==> config.mk <==
export PLATFORM = sky130hd
export DESIGN_NAME = spi_rx_decoder_flat
export DESIGN_NICKNAME = d
export VERILOG_FILES = /design/src/rtl/spi_rx_decoder_pkg.sv /design/src/rtl/spi_rx_decoder_if.sv /design/src/rtl/spi_rx_decoder_ltc2494_word_decode.sv /design/src/rtl/spi_rx_decoder.sv /design/src/flat_wrapper.sv
export SDC_FILE = /design/constraint.sdc
export NUM_CORES = 1
export LEC_CHECK = 0
export BUFFER_PORTS_ARGS = -buffer_cell sky130_fd_sc_hd__buf_2
export CORE_ASPECT_RATIO = 2
export CORE_MARGIN = 2
export CORE_UTILIZATION = 28
export DETAILED_ROUTE_END_ITERATION = 7
export PLACE_DENSITY = 0.56
export RECOVER_POWER = 25
export SLEW_MARGIN = 20
export SYNTH_ARGS = -nofsm -noshare
export SYNTH_HDL_FRONTEND = slang
export SYNTH_SLANG_ARGS = --single-unit
export TNS_END_PERCENT = 10
==> constraint.sdc <==
create_clock -name clk -period 4.2 [get_ports clk]
set_input_delay 0.63 -clock clk [delete_from_list [all_inputs] [get_ports clk]]
set_output_delay 0.63 -clock clk [all_outputs]
set_load 0.05 [all_outputs]
==> src/rtl/spi_rx_decoder_pkg.sv <==
// ============================================================================
// spi_rx_decoder_pkg : shared encodings for the SPI receive-side decoder
// Rev 1.0
// ============================================================================
`default_nettype none

package spi_rx_decoder_pkg;
  localparam logic MODE_DAC = 1'b0;
  localparam logic MODE_ADC = 1'b1;

  localparam int POLL_BIT = 31;
  localparam int EOC_BIT  = 23;
  localparam int DMY_BIT  = 22;
  localparam int SIG_BIT  = 21;
  localparam int MSB_BIT  = 20;
  localparam int DATA_LSB = 5;
  localparam int ADC_W    = MSB_BIT - DATA_LSB + 2;

  typedef enum logic [0:0] {
    ST_IDLE    = 1'b0,
    ST_WAIT_RX = 1'b1
  } state_t;
endpackage

`default_nettype wire

==> src/rtl/spi_rx_decoder_if.sv <==
// ============================================================================
// spi_rx_decoder_if : tx/rx pairing inputs and decoded result outputs
// Rev 1.0
// ============================================================================
`default_nettype none

interface spi_rx_decoder_if #(
  parameter int CNT_W = 8
);
  logic                                   i_MODE;
  logic                                   i_txValid;
  logic [31:0]                            i_txData;
  logic                                   i_rxValid;
  logic [31:0]                            i_RX;
  logic                                   o_resultValid;
  logic [spi_rx_decoder_pkg::ADC_W-1:0]   o_adcData;
  logic                                   o_overRange;
  logic                                   o_underRange;
  logic                                   o_eocReady;
  logic                                   o_echoOk;
  logic                                   o_echoErr;
  logic                                   o_seqErr;
  logic                                   o_fmtErr;
  logic [CNT_W-1:0]                       o_adcCount;
  logic [CNT_W-1:0]                       o_mismatchCount;

  modport master (
    output i_MODE, i_txValid, i_txData, i_rxValid, i_RX,
    input  o_resultValid, o_adcData, o_overRange, o_underRange, o_eocReady,
           o_echoOk, o_echoErr, o_seqErr, o_fmtErr, o_adcCount, o_mismatchCount
  );

  modport slave (
    input  i_MODE, i_txValid, i_txData, i_rxValid, i_RX,
    output o_resultValid, o_adcData, o_overRange, o_underRange, o_eocReady,
           o_echoOk, o_echoErr, o_seqErr, o_fmtErr, o_adcCount, o_mismatchCount
  );
endinterface

`default_nettype wire

==> src/rtl/spi_rx_decoder_ltc2494_word_decode.sv <==
// ============================================================================
// ltc2494_word_decode : combinational split of an LTC2494 output word
// Rev 1.0
// ============================================================================
`default_nettype none

module ltc2494_word_decode
  import spi_rx_decoder_pkg::*;
(
  input  wire logic [EOC_BIT:DATA_LSB] i_word,
  output logic      [ADC_W-1:0]        o_data,
  output logic                         o_overRange,
  output logic                         o_underRange,
  output logic                         o_eoc,
  output logic                         o_dmy
);
  // Inverting SIG turns the offset-binary code into two's complement.
  assign o_data       = {~i_word[SIG_BIT], i_word[MSB_BIT:DATA_LSB]};
  assign o_overRange  = i_word[SIG_BIT] & i_word[MSB_BIT];
  assign o_underRange = ~i_word[SIG_BIT] & ~i_word[MSB_BIT];
  assign o_eoc        = ~i_word[EOC_BIT];
  assign o_dmy        = i_word[DMY_BIT];
endmodule

`default_nettype wire

==> src/rtl/spi_rx_decoder.sv <==
// ============================================================================
// spi_rx_decoder : pairs command words with MISO words; DAC echo / ADC decode
// Rev 1.0
// ============================================================================
`default_nettype none

module spi_rx_decoder
  import spi_rx_decoder_pkg::*;
#(
  parameter int TIMEOUT = 4096,
  parameter int CNT_W   = 8
)(
  input  wire logic           clk,
  input  wire logic           rst,
  spi_rx_decoder_if.slave     bus
);
  localparam int TMR_W = $clog2(TIMEOUT + 1);

  state_t             state_q, state_d;
  logic [31:0]        cur_q, cur_d;
  logic [EOC_BIT:0]   prev_q, prev_d;
  logic               prev_valid_q, prev_valid_d;
  logic [TMR_W-1:0]   timer_q, timer_d;
  logic               mode_q, mode_d;
  logic               result_valid_q, result_valid_d;
  logic [ADC_W-1:0]   adc_data_q, adc_data_d;
  logic               over_q, over_d;
  logic               under_q, under_d;
  logic               eoc_ready_q, eoc_ready_d;
  logic               echo_ok_q, echo_ok_d;
  logic               echo_err_q, echo_err_d;
  logic               seq_err_q, seq_err_d;
  logic               fmt_err_q, fmt_err_d;
  logic [CNT_W-1:0]   adc_count_q, adc_count_d;
  logic [CNT_W-1:0]   mis_count_q, mis_count_d;

  logic [ADC_W-1:0]   w_data;
  logic               w_over, w_under, w_eoc, w_dmy;
  logic               do_decode;
  logic               mode_chg;

  ltc2494_word_decode u_word_decode (
    .i_word       (bus.i_RX[EOC_BIT:DATA_LSB]),
    .o_data       (w_data),
    .o_overRange  (w_over),
    .o_underRange (w_under),
    .o_eoc        (w_eoc),
    .o_dmy        (w_dmy)
  );

  assign mode_chg = (bus.i_MODE != mode_q);

  always_comb begin
    state_d        = state_q;
    cur_d          = cur_q;
    prev_d         = prev_q;
    prev_valid_d   = prev_valid_q;
    timer_d        = timer_q;
    mode_d         = bus.i_MODE;
    result_valid_d = 1'b0;
    adc_data_d     = adc_data_q;
    over_d         = over_q;
    under_d        = under_q;
    eoc_ready_d    = 1'b0;
    echo_ok_d      = 1'b0;
    echo_err_d     = 1'b0;
    seq_err_d      = seq_err_q;
    fmt_err_d      = fmt_err_q;
    adc_count_d    = adc_count_q;
    mis_count_d    = mis_count_q;
    do_decode      = 1'b0;

    // A mode switch invalidates any frame in flight; it is not an error.
    if (mode_chg) begin
      prev_valid_d = 1'b0;
      state_d      = ST_IDLE;
      timer_d      = '0;
    end else begin
      case (state_q)
        ST_IDLE: begin
          if (bus.i_rxValid) seq_err_d = 1'b1;
          if (bus.i_txValid) begin
            cur_d   = bus.i_txData;
            timer_d = '0;
            state_d = ST_WAIT_RX;
          end
        end
        ST_WAIT_RX: begin
          if (bus.i_rxValid) begin
            do_decode = 1'b1;
            state_d   = ST_IDLE;
            if (bus.i_txValid) begin
              cur_d   = bus.i_txData;
              timer_d = '0;
              state_d = ST_WAIT_RX;
            end
          end else if (bus.i_txValid) begin
            seq_err_d = 1'b1;
            cur_d     = bus.i_txData;
            timer_d   = '0;
          end else if (timer_q == TMR_W'(TIMEOUT)) begin
            seq_err_d = 1'b1;
            state_d   = ST_IDLE;
          end else begin
            timer_d = timer_q + 1'b1;
          end
        end
        default: state_d = ST_IDLE;
      endcase
    end

    if (do_decode) begin
      if (bus.i_MODE == MODE_DAC) begin
        if (prev_valid_q) begin
          if (bus.i_RX[EOC_BIT:0] == prev_q) begin
            echo_ok_d = 1'b1;
          end else begin
            echo_err_d = 1'b1;
            if (mis_count_q != {CNT_W{1'b1}}) mis_count_d = mis_count_q + 1'b1;
          end
        end
        prev_d       = cur_q[EOC_BIT:0];
        prev_valid_d = 1'b1;
      end else if (cur_q[POLL_BIT]) begin
        eoc_ready_d = w_eoc;
      end else if (w_eoc) begin
        result_valid_d = 1'b1;
        adc_data_d     = w_data;
        over_d         = w_over;
        under_d        = w_under;
        adc_count_d    = adc_count_q + 1'b1;
        if (w_dmy) fmt_err_d = 1'b1;
      end
    end
  end

  always_ff @(posedge clk or posedge rst) begin
    if (rst) begin
      state_q        <= ST_IDLE;
      cur_q          <= '0;
      prev_q         <= '0;
      prev_valid_q   <= 1'b0;
      timer_q        <= '0;
      mode_q         <= 1'b0;
      result_valid_q <= 1'b0;
      adc_data_q     <= '0;
      over_q         <= 1'b0;
      under_q        <= 1'b0;
      eoc_ready_q    <= 1'b0;
      echo_ok_q      <= 1'b0;
      echo_err_q     <= 1'b0;
      seq_err_q      <= 1'b0;
      fmt_err_q      <= 1'b0;
      adc_count_q    <= '0;
      mis_count_q    <= '0;
    end else begin
      state_q        <= state_d;
      cur_q          <= cur_d;
      prev_q         <= prev_d;
      prev_valid_q   <= prev_valid_d;
      timer_q        <= timer_d;
      mode_q         <= mode_d;
      result_valid_q <= result_valid_d;
      adc_data_q     <= adc_data_d;
      over_q         <= over_d;
      under_q        <= under_d;
      eoc_ready_q    <= eoc_ready_d;
      echo_ok_q      <= echo_ok_d;
      echo_err_q     <= echo_err_d;
      seq_err_q      <= seq_err_d;
      fmt_err_q      <= fmt_err_d;
      adc_count_q    <= adc_count_d;
      mis_count_q    <= mis_count_d;
    end
  end

  assign bus.o_resultValid   = result_valid_q;
  assign bus.o_adcData       = adc_data_q;
  assign bus.o_overRange     = over_q;
  assign bus.o_underRange    = under_q;
  assign bus.o_eocReady      = eoc_ready_q;
  assign bus.o_echoOk        = echo_ok_q;
  assign bus.o_echoErr       = echo_err_q;
  assign bus.o_seqErr        = seq_err_q;
  assign bus.o_fmtErr        = fmt_err_q;
  assign bus.o_adcCount      = adc_count_q;
  assign bus.o_mismatchCount = mis_count_q;
endmodule

`default_nettype wire

==> src/flat_wrapper.sv <==
// flat-port wrapper written by rule: the top's interface ports become plain ports
module spi_rx_decoder_flat import spi_rx_decoder_pkg::*;
#(
  parameter int TIMEOUT = 4096,
  parameter int CNT_W   = 8
)
  (clk, rst, bus_i_MODE, bus_i_txValid, bus_i_txData, bus_i_rxValid, bus_i_RX, bus_o_resultValid, bus_o_adcData, bus_o_overRange, bus_o_underRange, bus_o_eocReady, bus_o_echoOk, bus_o_echoErr, bus_o_seqErr, bus_o_fmtErr, bus_o_adcCount, bus_o_mismatchCount);
  spi_rx_decoder_if #(.CNT_W(CNT_W)) bus_i ();
  input  wire logic clk;
  input  wire logic rst;
  input wire logic [$bits(bus_i.i_MODE)-1:0] bus_i_MODE;
  input wire logic [$bits(bus_i.i_txValid)-1:0] bus_i_txValid;
  input wire logic [$bits(bus_i.i_txData)-1:0] bus_i_txData;
  input wire logic [$bits(bus_i.i_rxValid)-1:0] bus_i_rxValid;
  input wire logic [$bits(bus_i.i_RX)-1:0] bus_i_RX;
  output wire logic [$bits(bus_i.o_resultValid)-1:0] bus_o_resultValid;
  output wire logic [$bits(bus_i.o_adcData)-1:0] bus_o_adcData;
  output wire logic [$bits(bus_i.o_overRange)-1:0] bus_o_overRange;
  output wire logic [$bits(bus_i.o_underRange)-1:0] bus_o_underRange;
  output wire logic [$bits(bus_i.o_eocReady)-1:0] bus_o_eocReady;
  output wire logic [$bits(bus_i.o_echoOk)-1:0] bus_o_echoOk;
  output wire logic [$bits(bus_i.o_echoErr)-1:0] bus_o_echoErr;
  output wire logic [$bits(bus_i.o_seqErr)-1:0] bus_o_seqErr;
  output wire logic [$bits(bus_i.o_fmtErr)-1:0] bus_o_fmtErr;
  output wire logic [$bits(bus_i.o_adcCount)-1:0] bus_o_adcCount;
  output wire logic [$bits(bus_i.o_mismatchCount)-1:0] bus_o_mismatchCount;
  assign bus_i.i_MODE = bus_i_MODE;
  assign bus_i.i_txValid = bus_i_txValid;
  assign bus_i.i_txData = bus_i_txData;
  assign bus_i.i_rxValid = bus_i_rxValid;
  assign bus_i.i_RX = bus_i_RX;
  assign bus_o_resultValid = bus_i.o_resultValid;
  assign bus_o_adcData = bus_i.o_adcData;
  assign bus_o_overRange = bus_i.o_overRange;
  assign bus_o_underRange = bus_i.o_underRange;
  assign bus_o_eocReady = bus_i.o_eocReady;
  assign bus_o_echoOk = bus_i.o_echoOk;
  assign bus_o_echoErr = bus_i.o_echoErr;
  assign bus_o_seqErr = bus_i.o_seqErr;
  assign bus_o_fmtErr = bus_i.o_fmtErr;
  assign bus_o_adcCount = bus_i.o_adcCount;
  assign bus_o_mismatchCount = bus_i.o_mismatchCount;
  spi_rx_decoder #(.TIMEOUT(TIMEOUT), .CNT_W(CNT_W)) u_core (.clk(clk), .rst(rst), .bus(bus_i));
endmodule
==> flow_results.xml, run 1 <==
<?xml version="1.0" encoding="UTF-8"?>
<metrics>
  <group name="grt">
    <metric name="grt.total_usage" unit="%">11.9</metric>
    <metric name="first_global_vias" unit="">3181</metric>
    <metric name="grt_max_degree" unit="">62</metric>
    <metric name="initial_antenna_violation_count" unit="">0</metric>
    <metric name="busiest_layer" unit="">met2</metric>
    <metric name="met3_usage" unit="%">3.15</metric>
    <metric name="global_route_wire_length_before_repair" unit="mm">16.1</metric>
    <metric name="grt_use_met2" unit="%">17.6</metric>
    <metric name="final_global_route_overflow_total" unit="">0</metric>
    <metric name="grtUsageMet1" unit="%">16.5</metric>
  </group>
  <group name="layout">
    <metric name="areaGrowthSynthToFinish" unit="%">22.1</metric>
    <metric name="number_of_nets_in_the_finished_design" unit="">553</metric>
    <metric name="filler_cell_count" unit="">1644</metric>
    <metric name="layout.area.seq" unit="mm²">0.00265</metric>
    <metric name="multi_input_comb_area" unit="mm²">0.00183</metric>
    <metric name="fraction_of_layout_instances_using_a_drive_strength_above_1" unit="%">35.5</metric>
  </group>
  <group name="floorplan">
    <metric name="dieHeight" unit="µm">185</metric>
    <metric name="core" unit="mm²">0.0161</metric>
    <metric name="design.portCount" unit="">110</metric>
    <metric name="fp.dieW" unit="µm">94.3</metric>
    <metric name="start_util" unit="%">28.3</metric>
    <metric name="rows" unit="">66</metric>
    <metric name="floorplan.die_area" unit="mm²">0.0174</metric>
  </group>
  <group name="power">
    <metric name="combinationalPowerShare" unit="%">22.1</metric>
    <metric name="total_switching_power" unit="W">0.000831</metric>
    <metric name="p_seq_share" unit="%">47.9</metric>
    <metric name="worst_ir_drop_vdd" unit="mV">0.220</metric>
    <metric name="power_density_relative_to_cell_area" unit="mW/mm²">499</metric>
    <metric name="leakage" unit="nW">2.65</metric>
    <metric name="sw_share" unit="%">29.9</metric>
    <metric name="clockPowerShare" unit="%">30.0</metric>
    <metric name="intPower" unit="W">0.00195</metric>
  </group>
  <group name="logic_synthesis">
    <metric name="synth.net_count" unit="">453</metric>
    <metric name="yosys.area_share.xor_xnor" unit="%">9.21</metric>
    <metric name="portion_of_the_post_synthesis_area_used_by_sequential_elements" unit="%">58.1</metric>
    <metric name="post_synth.cell_area_avg" unit="µm²">12.0</metric>
    <metric name="synth_fa_ha_area_share" unit="%">1.10</metric>
    <metric name="synthDominantCellAreaShare" unit="%">58.1</metric>
    <metric name="synth_top_cells_by_area" unit="">sky130_fd_sc_hd__dfrtp_1 (58%), sky130_fd_sc_hd__mux2_2 (12%), sky130_fd_sc_hd__xnor2_1 (6.5%)</metric>
    <metric name="muxShareOfSynthArea" unit="%">12.6</metric>
    <metric name="postSynthRegisterBits" unit="">106</metric>
    <metric name="post_synth_inst_count" unit="">380</metric>
    <metric name="yosysWarningCount" unit="">0</metric>
    <metric name="syn-cell-area" unit="mm²">0.00456</metric>
    <metric name="synth_compound_gate_area_share" unit="%">3.84</metric>
    <metric name="post-synth-top-area-cell" unit="">sky130_fd_sc_hd__dfrtp_1</metric>
    <metric name="largest_family_of_logic_cells_by_synthesized_area" unit="">simple AND/OR/NAND/NOR gates</metric>
    <metric name="synthSimpleGateAreaFrac" unit="%">13.4</metric>
    <metric name="ys_types" unit="">36</metric>
  </group>
  <group name="cts">
    <metric name="cell_chosen_for_the_clock_root" unit="">sky130_fd_sc_hd__clkbuf_16</metric>
    <metric name="post_cts_resized" unit="">0</metric>
    <metric name="clock_sinks" unit="">106</metric>
    <metric name="cts.clk_slew.worst_paths" unit="ps">70</metric>
    <metric name="cts-root-to-sink-buffers" unit="">2</metric>
    <metric name="tritoncts_clock_tree" unit="">done</metric>
    <metric name="post-cts-setup-buffer-count" unit="">0</metric>
    <metric name="numCtsBuffers" unit="">9</metric>
    <metric name="cts_htree_levels" unit="">3</metric>
    <metric name="worst_skew_pair.late_latency" unit="ps">340</metric>
    <metric name="cts-hold-fix-buffers" unit="">0</metric>
  </group>
  <group name="outcome">
    <metric name="violations" unit="">max-capacitance violations, max-slew violations</metric>
    <metric name="run_status" unit="">complete, but fails checks</metric>
  </group>
  <group name="timing">
    <metric name="fin_setup_tns" unit="ps">0</metric>
    <metric name="maxSlewHeadroom" unit="%">-79.1</metric>
    <metric name="timing.final.max_slew_violations" unit="">62</metric>
    <metric name="final.setup_skew" unit="ps">7.18</metric>
    <metric name="max_slew.worst_pin.slew" unit="ps">2670</metric>
    <metric name="min_period" unit="ps">2400</metric>
    <metric name="max_freq" unit="MHz">417</metric>
    <metric name="post_route_clock_period_utilization" unit="%">57.1</metric>
    <metric name="finalHoldViolations" unit="">0</metric>
    <metric name="rsz0062_at_grt" unit="">false</metric>
    <metric name="final-setup-viol-count" unit="">0</metric>
    <metric name="fin_worst_hold_slack" unit="ps">452</metric>
  </group>
  <group name="drt">
    <metric name="drt_iter0_drc" unit="">84</metric>
    <metric name="dr_total_vias" unit="">3060</metric>
    <metric name="drt-wirelength-per-cell" unit="µm">14.1</metric>
    <metric name="postRouteWirelength" unit="mm">9.74</metric>
    <metric name="antenna_violating_nets_post_route" unit="">0</metric>
    <metric name="route.detailed.drc" unit="">0</metric>
    <metric name="avgViaCountPerCell" unit="">4.44</metric>
    <metric name="firstDrtPassIters" unit="">4</metric>
  </group>
  <group name="worst_setup_path">
    <metric name="crit_path_top_delay_cell" unit="">sky130_fd_sc_hd__clkbuf_1</metric>
    <metric name="worst_path_largest_cell_delay" unit="ps">1110</metric>
    <metric name="cp_max_fo" unit="">26</metric>
    <metric name="kind_of_capture_point_of_the_worst_setup_path" unit="">flop</metric>
    <metric name="worst-endpoint-arrival" unit="ps">2620</metric>
    <metric name="setup.worst_path.start_class" unit="">flop</metric>
    <metric name="required" unit="ps">4420</metric>
    <metric name="worst-setup-path-type" unit="">flop to flop</metric>
    <metric name="cp_cell_sequence" unit="">nand2_1, nor3_4, clkbuf_1, mux2_2</metric>
  </group>
  <group name="place">
    <metric name="place.gp.congestion" unit="">0.756</metric>
    <metric name="hpwlAfterDp" unit="mm">6.93</metric>
    <metric name="place.port_buffers" unit="">94</metric>
  </group>
  <group name="run">
    <metric name="cap_violations" unit="">2</metric>
  </group>
  <group name="worst_hold_path">
    <metric name="type_of_the_worst_min_delay_path" unit="">flop to flop</metric>
  </group>
</metrics>
[flip-flops by register name, summed over array words and instances, names as in the netlist, 8 cells and up]
signal	cells
u_core.bus.o_adcCount	8
u_core.bus.o_adcData	17
u_core.bus.o_mismatchCount	8
u_core.cur_q	25
u_core.prev_q	24
u_core.timer_q	13
[metrics by stage]
stage | setup slack, ps | power, W | utilization, % | cell area, µm² | cells
after floorplan | 781 | 0.00181 | - | 4560 | 380
after global placement | 1710 | 0.00196 | 32.8 | 5280 | 673
after detailed placement | 1730 | 0.00198 | 32.8 | 5280 | 673
after CTS | 2060 | 0.00283 | 34.6 | 5580 | 688
after global routing | 1370 | 0.00293 | 34.6 | 5570 | 688
final | 1800 | 0.00278 | 34.6 | 5570 | 689
[worst max-delay path: cells and delay by family (launching register included)]
family / cells / cell delay, ps
flops: 1 / 400
mux: 1 / 430
buf+inv: 1 / 1110
simple gates: 2 / 320
[cell usage after synthesis]
cell	count
sky130_fd_sc_hd__dfrtp_1	106
sky130_fd_sc_hd__nand2_1	71
sky130_fd_sc_hd__mux2_2	50
sky130_fd_sc_hd__xnor2_1	34
sky130_fd_sc_hd__nor2_1	18
sky130_fd_sc_hd__xor2_1	14
sky130_fd_sc_hd__nand4_1	11
sky130_fd_sc_hd__inv_1	8
sky130_fd_sc_hd__nand3_1	7
sky130_fd_sc_hd__buf_2	6
sky130_fd_sc_hd__o21ai_0	5
sky130_fd_sc_hd__a21oi_1	4
sky130_fd_sc_hd__clkbuf_1	4
sky130_fd_sc_hd__ha_1	4
sky130_fd_sc_hd__or3_1	4
sky130_fd_sc_hd__a211oi_1	3
sky130_fd_sc_hd__a21o_1	3
sky130_fd_sc_hd__and3_1	3
sky130_fd_sc_hd__nand2b_1	3
sky130_fd_sc_hd__nor3_1	3
sky130_fd_sc_hd__a2111oi_2	2
sky130_fd_sc_hd__nor4b_1	2
sky130_fd_sc_hd__or2_2	2
sky130_fd_sc_hd__a2111oi_1	1
sky130_fd_sc_hd__a21oi_2	1
sky130_fd_sc_hd__inv_2	1
sky130_fd_sc_hd__mux2i_1	1
sky130_fd_sc_hd__nand4b_1	1
sky130_fd_sc_hd__nor2b_1	1
sky130_fd_sc_hd__nor3_4	1
sky130_fd_sc_hd__nor4_1	1
sky130_fd_sc_hd__nor4_4	1
sky130_fd_sc_hd__o211ai_4	1
sky130_fd_sc_hd__o21a_1	1
sky130_fd_sc_hd__o31ai_1	1
sky130_fd_sc_hd__or3b_1	1
[final timing paths]
| check | start | to | slack (ps) | depth (start not counted) |
|---|---|---|---|---|
| setup / recovery | u_core.state_q | u_core.prev_q[9] | 1800 | 4 |
| hold / removal | u_core.bus.o_seqErr | u_core.bus.o_seqErr | 450 | 1 |
| setup reg to reg | u_core.state_q | u_core.prev_q[9] | 1800 | 4 |
| hold reg to reg | u_core.bus.o_seqErr | u_core.bus.o_seqErr | 450 | 1 |
| max in group asynchronous | rst | u_core.bus.o_adcData[10] | 1870 | 3 |
| min in group asynchronous | rst | u_core.bus.o_adcData[12] | 1040 | 2 |
[metal layers]
metal / vias up / wire [µm]
li1: 1478 / -
met2: 93 / 4300
met4: 0 / 200
met3: 13 / 666
met5: - / 0
met1: 1476 / 4570
[power by group through the flow]
stage	Sequential (W)	Clock [W]	Combinational (W)
2_1_floorplan	0.00150	0	0.000305
3_3_place_gp	0.00134	0	0.000618
3_5_place_dp	0.00135	0	0.000628
4_1_cts	0.00133	0.000865	0.000629
5_1_grt	0.00136	0.000897	0.000675
6_report	0.00133	0.000835	0.000615
[kinds of logic (layout without fill, tap and decap cells)]
| group | after synthesis | count (layout) |
|---|---|---|
| xor+xnor | 48 | 48 |
| mux | 51 | 51 |
| flops | 106 | 106 |
| buf+inv | 19 | 123 |
| compound gates | 22 | 22 |
| fa+ha+maj | 4 | 4 |
| other cells | 0 | 1 |
| simple gates | 130 | 130 |
[cell type report]
type / count / share of cell area, %
antenna: 1 / 0.0449
clock buffer: 10 / 4.29
clock inverter: 5 / 0.965
inverter: 9 / 0.629
multi-input combinational: 255 / 32.9
sequential: 106 / 47.6
tap: 204 / 4.58
timing repair buffer: 99 / 9.03
[cells in the final DEF, fill, tap and decap left out, types with 4 or more instances in the layout]
cell type	instances
sky130_fd_sc_hd__clkbuf_16	9
sky130_fd_sc_hd__xnor2_1	34
sky130_fd_sc_hd__o21ai_0	5
sky130_fd_sc_hd__ha_1	4
sky130_fd_sc_hd__nand2_1	71
sky130_fd_sc_hd__buf_2	93
sky130_fd_sc_hd__inv_1	7
sky130_fd_sc_hd__nand3_1	7
sky130_fd_sc_hd__xor2_1	14
sky130_fd_sc_hd__nor2_1	18
sky130_fd_sc_hd__or3_1	4
sky130_fd_sc_hd__a21oi_1	4
sky130_fd_sc_hd__mux2_2	50
sky130_fd_sc_hd__nand4_1	11
sky130_fd_sc_hd__dfrtp_1	106
sky130_fd_sc_hd__buf_4	4
Note: power is estimated with default switching activity, not from simulation.
==> run 2: changes to the inputs <==
==> constraint.sdc (replaced) <==
create_clock -name clk -period 2.5 [get_ports clk]
set_input_delay 0.375 -clock clk [delete_from_list [all_inputs] [get_ports clk]]
set_output_delay 0.375 -clock clk [all_outputs]
set_load 0.05 [all_outputs]
==> flow_results.xml, run 2 (synthesized netlist as in run 1, its figures left out) <==
<?xml version="1.0" encoding="UTF-8"?>
<metrics>
  <group name="grt">
    <metric name="first_global_vias" unit="">3123</metric>
    <metric name="global_route_wire_length_before_repair" unit="mm">16.1</metric>
    <metric name="initial_antenna_violation_count" unit="">1</metric>
    <metric name="grt_max_degree" unit="">92</metric>
    <metric name="grt.total_usage" unit="%">11.9</metric>
    <metric name="final_global_route_overflow_total" unit="">0</metric>
  </group>
  <group name="cts">
    <metric name="tritoncts_clock_tree" unit="">done</metric>
    <metric name="post-cts-setup-buffer-count" unit="">0</metric>
    <metric name="worst_skew_pair.late_latency" unit="ps">340</metric>
    <metric name="numCtsBuffers" unit="">9</metric>
    <metric name="cts-root-to-sink-buffers" unit="">2</metric>
    <metric name="clock_sinks" unit="">106</metric>
    <metric name="cts.clk_slew.worst_paths" unit="ps">70</metric>
    <metric name="cts-hold-fix-buffers" unit="">0</metric>
    <metric name="cell_chosen_for_the_clock_root" unit="">sky130_fd_sc_hd__clkbuf_16</metric>
    <metric name="cts_htree_levels" unit="">3</metric>
    <metric name="post_cts_resized" unit="">0</metric>
  </group>
  <group name="timing">
    <metric name="max_freq" unit="MHz">559</metric>
    <metric name="max_slew.worst_pin.slew" unit="ps">1230</metric>
    <metric name="fin_setup_tns" unit="ps">0</metric>
    <metric name="rsz0062_at_grt" unit="">false</metric>
    <metric name="final.setup_skew" unit="ps">7.85</metric>
    <metric name="min_period" unit="ps">1790</metric>
    <metric name="finalHoldViolations" unit="">0</metric>
    <metric name="fin_worst_hold_slack" unit="ps">105</metric>
    <metric name="post_route_clock_period_utilization" unit="%">71.6</metric>
    <metric name="timing.final.max_slew_violations" unit="">0</metric>
    <metric name="final-setup-viol-count" unit="">0</metric>
    <metric name="maxSlewHeadroom" unit="%">18.2</metric>
  </group>
  <group name="place">
    <metric name="place.port_buffers" unit="">94</metric>
    <metric name="hpwlAfterDp" unit="mm">6.95</metric>
    <metric name="place.gp.congestion" unit="">0.762</metric>
  </group>
  <group name="floorplan">
    <metric name="rows" unit="">66</metric>
    <metric name="start_util" unit="%">28.3</metric>
    <metric name="core" unit="mm²">0.0161</metric>
    <metric name="dieHeight" unit="µm">185</metric>
    <metric name="design.portCount" unit="">110</metric>
    <metric name="floorplan.die_area" unit="mm²">0.0174</metric>
    <metric name="fp.dieW" unit="µm">94.3</metric>
  </group>
  <group name="drt">
    <metric name="antenna_violating_nets_post_route" unit="">0</metric>
    <metric name="route.detailed.drc" unit="">0</metric>
    <metric name="drt_iter0_drc" unit="">46</metric>
    <metric name="drt-wirelength-per-cell" unit="µm">14.0</metric>
    <metric name="postRouteWirelength" unit="mm">9.73</metric>
    <metric name="dr_total_vias" unit="">3085</metric>
    <metric name="avgViaCountPerCell" unit="">4.45</metric>
    <metric name="firstDrtPassIters" unit="">4</metric>
  </group>
  <group name="worst_setup_path">
    <metric name="worst_flop_to_flop_path_endpoint" unit="">u_core.bus.o_mismatchCount[1]</metric>
    <metric name="kind_of_capture_point_of_the_worst_setup_path" unit="">async pin</metric>
    <metric name="worst_r2r_startpoint" unit="">u_core.bus.o_mismatchCount[0]</metric>
    <metric name="cp_max_fo" unit="">91</metric>
    <metric name="r2r_setup_slack" unit="ps">710</metric>
    <metric name="worstRegToRegCells" unit="">6</metric>
    <metric name="required" unit="ps">2760</metric>
    <metric name="worst-setup-path-type" unit="">input pin to async pin</metric>
    <metric name="setup.worst_path.start_class" unit="">input pin</metric>
    <metric name="worst-endpoint-arrival" unit="ps">2050</metric>
  </group>
  <group name="power">
    <metric name="clockPowerShare" unit="%">30.9</metric>
    <metric name="total_switching_power" unit="W">0.00143</metric>
    <metric name="intPower" unit="W">0.00332</metric>
    <metric name="worst_ir_drop_vdd" unit="mV">0.408</metric>
    <metric name="power_density_relative_to_cell_area" unit="mW/mm²">843</metric>
    <metric name="leakage" unit="nW">2.68</metric>
    <metric name="combinationalPowerShare" unit="%">22.0</metric>
    <metric name="p_seq_share" unit="%">47.1</metric>
    <metric name="sw_share" unit="%">30.1</metric>
  </group>
  <group name="layout">
    <metric name="multi_input_comb_area" unit="mm²">0.00183</metric>
    <metric name="layout.area.seq" unit="mm²">0.00265</metric>
    <metric name="fraction_of_layout_instances_using_a_drive_strength_above_1" unit="%">36.4</metric>
    <metric name="number_of_nets_in_the_finished_design" unit="">557</metric>
    <metric name="areaGrowthSynthToFinish" unit="%">23.3</metric>
    <metric name="mostFrequentLayoutCell" unit="">sky130_fd_sc_hd__dfrtp_1</metric>
    <metric name="layout_common_cells" unit="">sky130_fd_sc_hd__dfrtp_1 (106), sky130_fd_sc_hd__buf_2 (93), sky130_fd_sc_hd__nand2_1 (71), sky130_fd_sc_hd__mux2_2 (50), sky130_fd_sc_hd__xnor2_1 (34)</metric>
    <metric name="largest-register" unit="">u_core.cur_q</metric>
    <metric name="filler_cell_count" unit="">1652</metric>
    <metric name="largest_reg_flops" unit="">25</metric>
  </group>
  <group name="worst_hold_path">
    <metric name="type_of_the_worst_min_delay_path" unit="">input pin to async pin</metric>
  </group>
  <group name="run">
    <metric name="cap_violations" unit="">0</metric>
  </group>
  <group name="outcome">
    <metric name="run_status" unit="">complete, no violations</metric>
  </group>
</metrics>
==> run 2: worst max-delay path: stages <==
cell and delay [ps]:
sky130_fd_sc_hd__buf_2 100, sky130_fd_sc_hd__clkinvlp_2 440, sky130_fd_sc_hd__clkbuf_4 1050
==> run 2: layer usage <==
layer | share of wire [%] | up-vias | track usage [%]
met3 | 7.8 | 9 | 4.09
met5 | 0 | - | 0
met1 | 45 | 1492 | 15.7
met4 | 1.4 | 0 | 3.94
li1 | - | 1497 | -
met2 | 46 | 87 | 18.3
==> run 2: cell type report <==
class,instances,share of cell area [%]
repair buffers,103,9.54
inverters,9,0.623
flip-flops and latches,106,47.1
clock buffers,11,4.49
diodes,1,0.0445
well taps,204,4.54
multi-input cells,255,32.6
clock inverters,5,1.07
==> run 2: power groups by stage <==
| stage | registers [W] | clock network, W | logic [W] |
|---|---|---|---|
| finish | 0.00223 | 0.00147 | 0.00104 |
| global route | 0.00228 | 0.00158 | 0.00114 |
| CTS | 0.00224 | 0.00152 | 0.00107 |
| detailed placement | 0.00227 | 0 | 0.00107 |
| global placement | 0.00226 | 0 | 0.00105 |
| floorplan | 0.00253 | 0 | 0.000513 |
==> run 2: worst max path at each step <==
stage,start,end,slack (ps)
finish,rst,u_core.bus.o_adcData[2],710
global route,rst,u_core.prev_q[1],310
CTS,u_core.prev_q[23],u_core.bus.o_mismatchCount[1],660
detailed placement,bus_i_RX[23],u_core.bus.o_mismatchCount[1],580
global placement,bus_i_RX[23],u_core.bus.o_mismatchCount[1],570
floorplan,u_core.bus.o_mismatchCount[0],u_core.bus.o_mismatchCount[1],440
==> run 2: per-stage QoR <==
stage,instance area [µm²],total power [W],setup WS (ps),std cells,utilization [%]
after global routing,5620,0.00501,314,693,34.9
after CTS,5640,0.00484,663,693,35.0
after global placement,5330,0.00331,574,677,33.1
after detailed placement,5330,0.00334,577,677,33.1
after floorplan,4570,0.00304,438,380,-
final,5630,0.00475,710,694,34.9
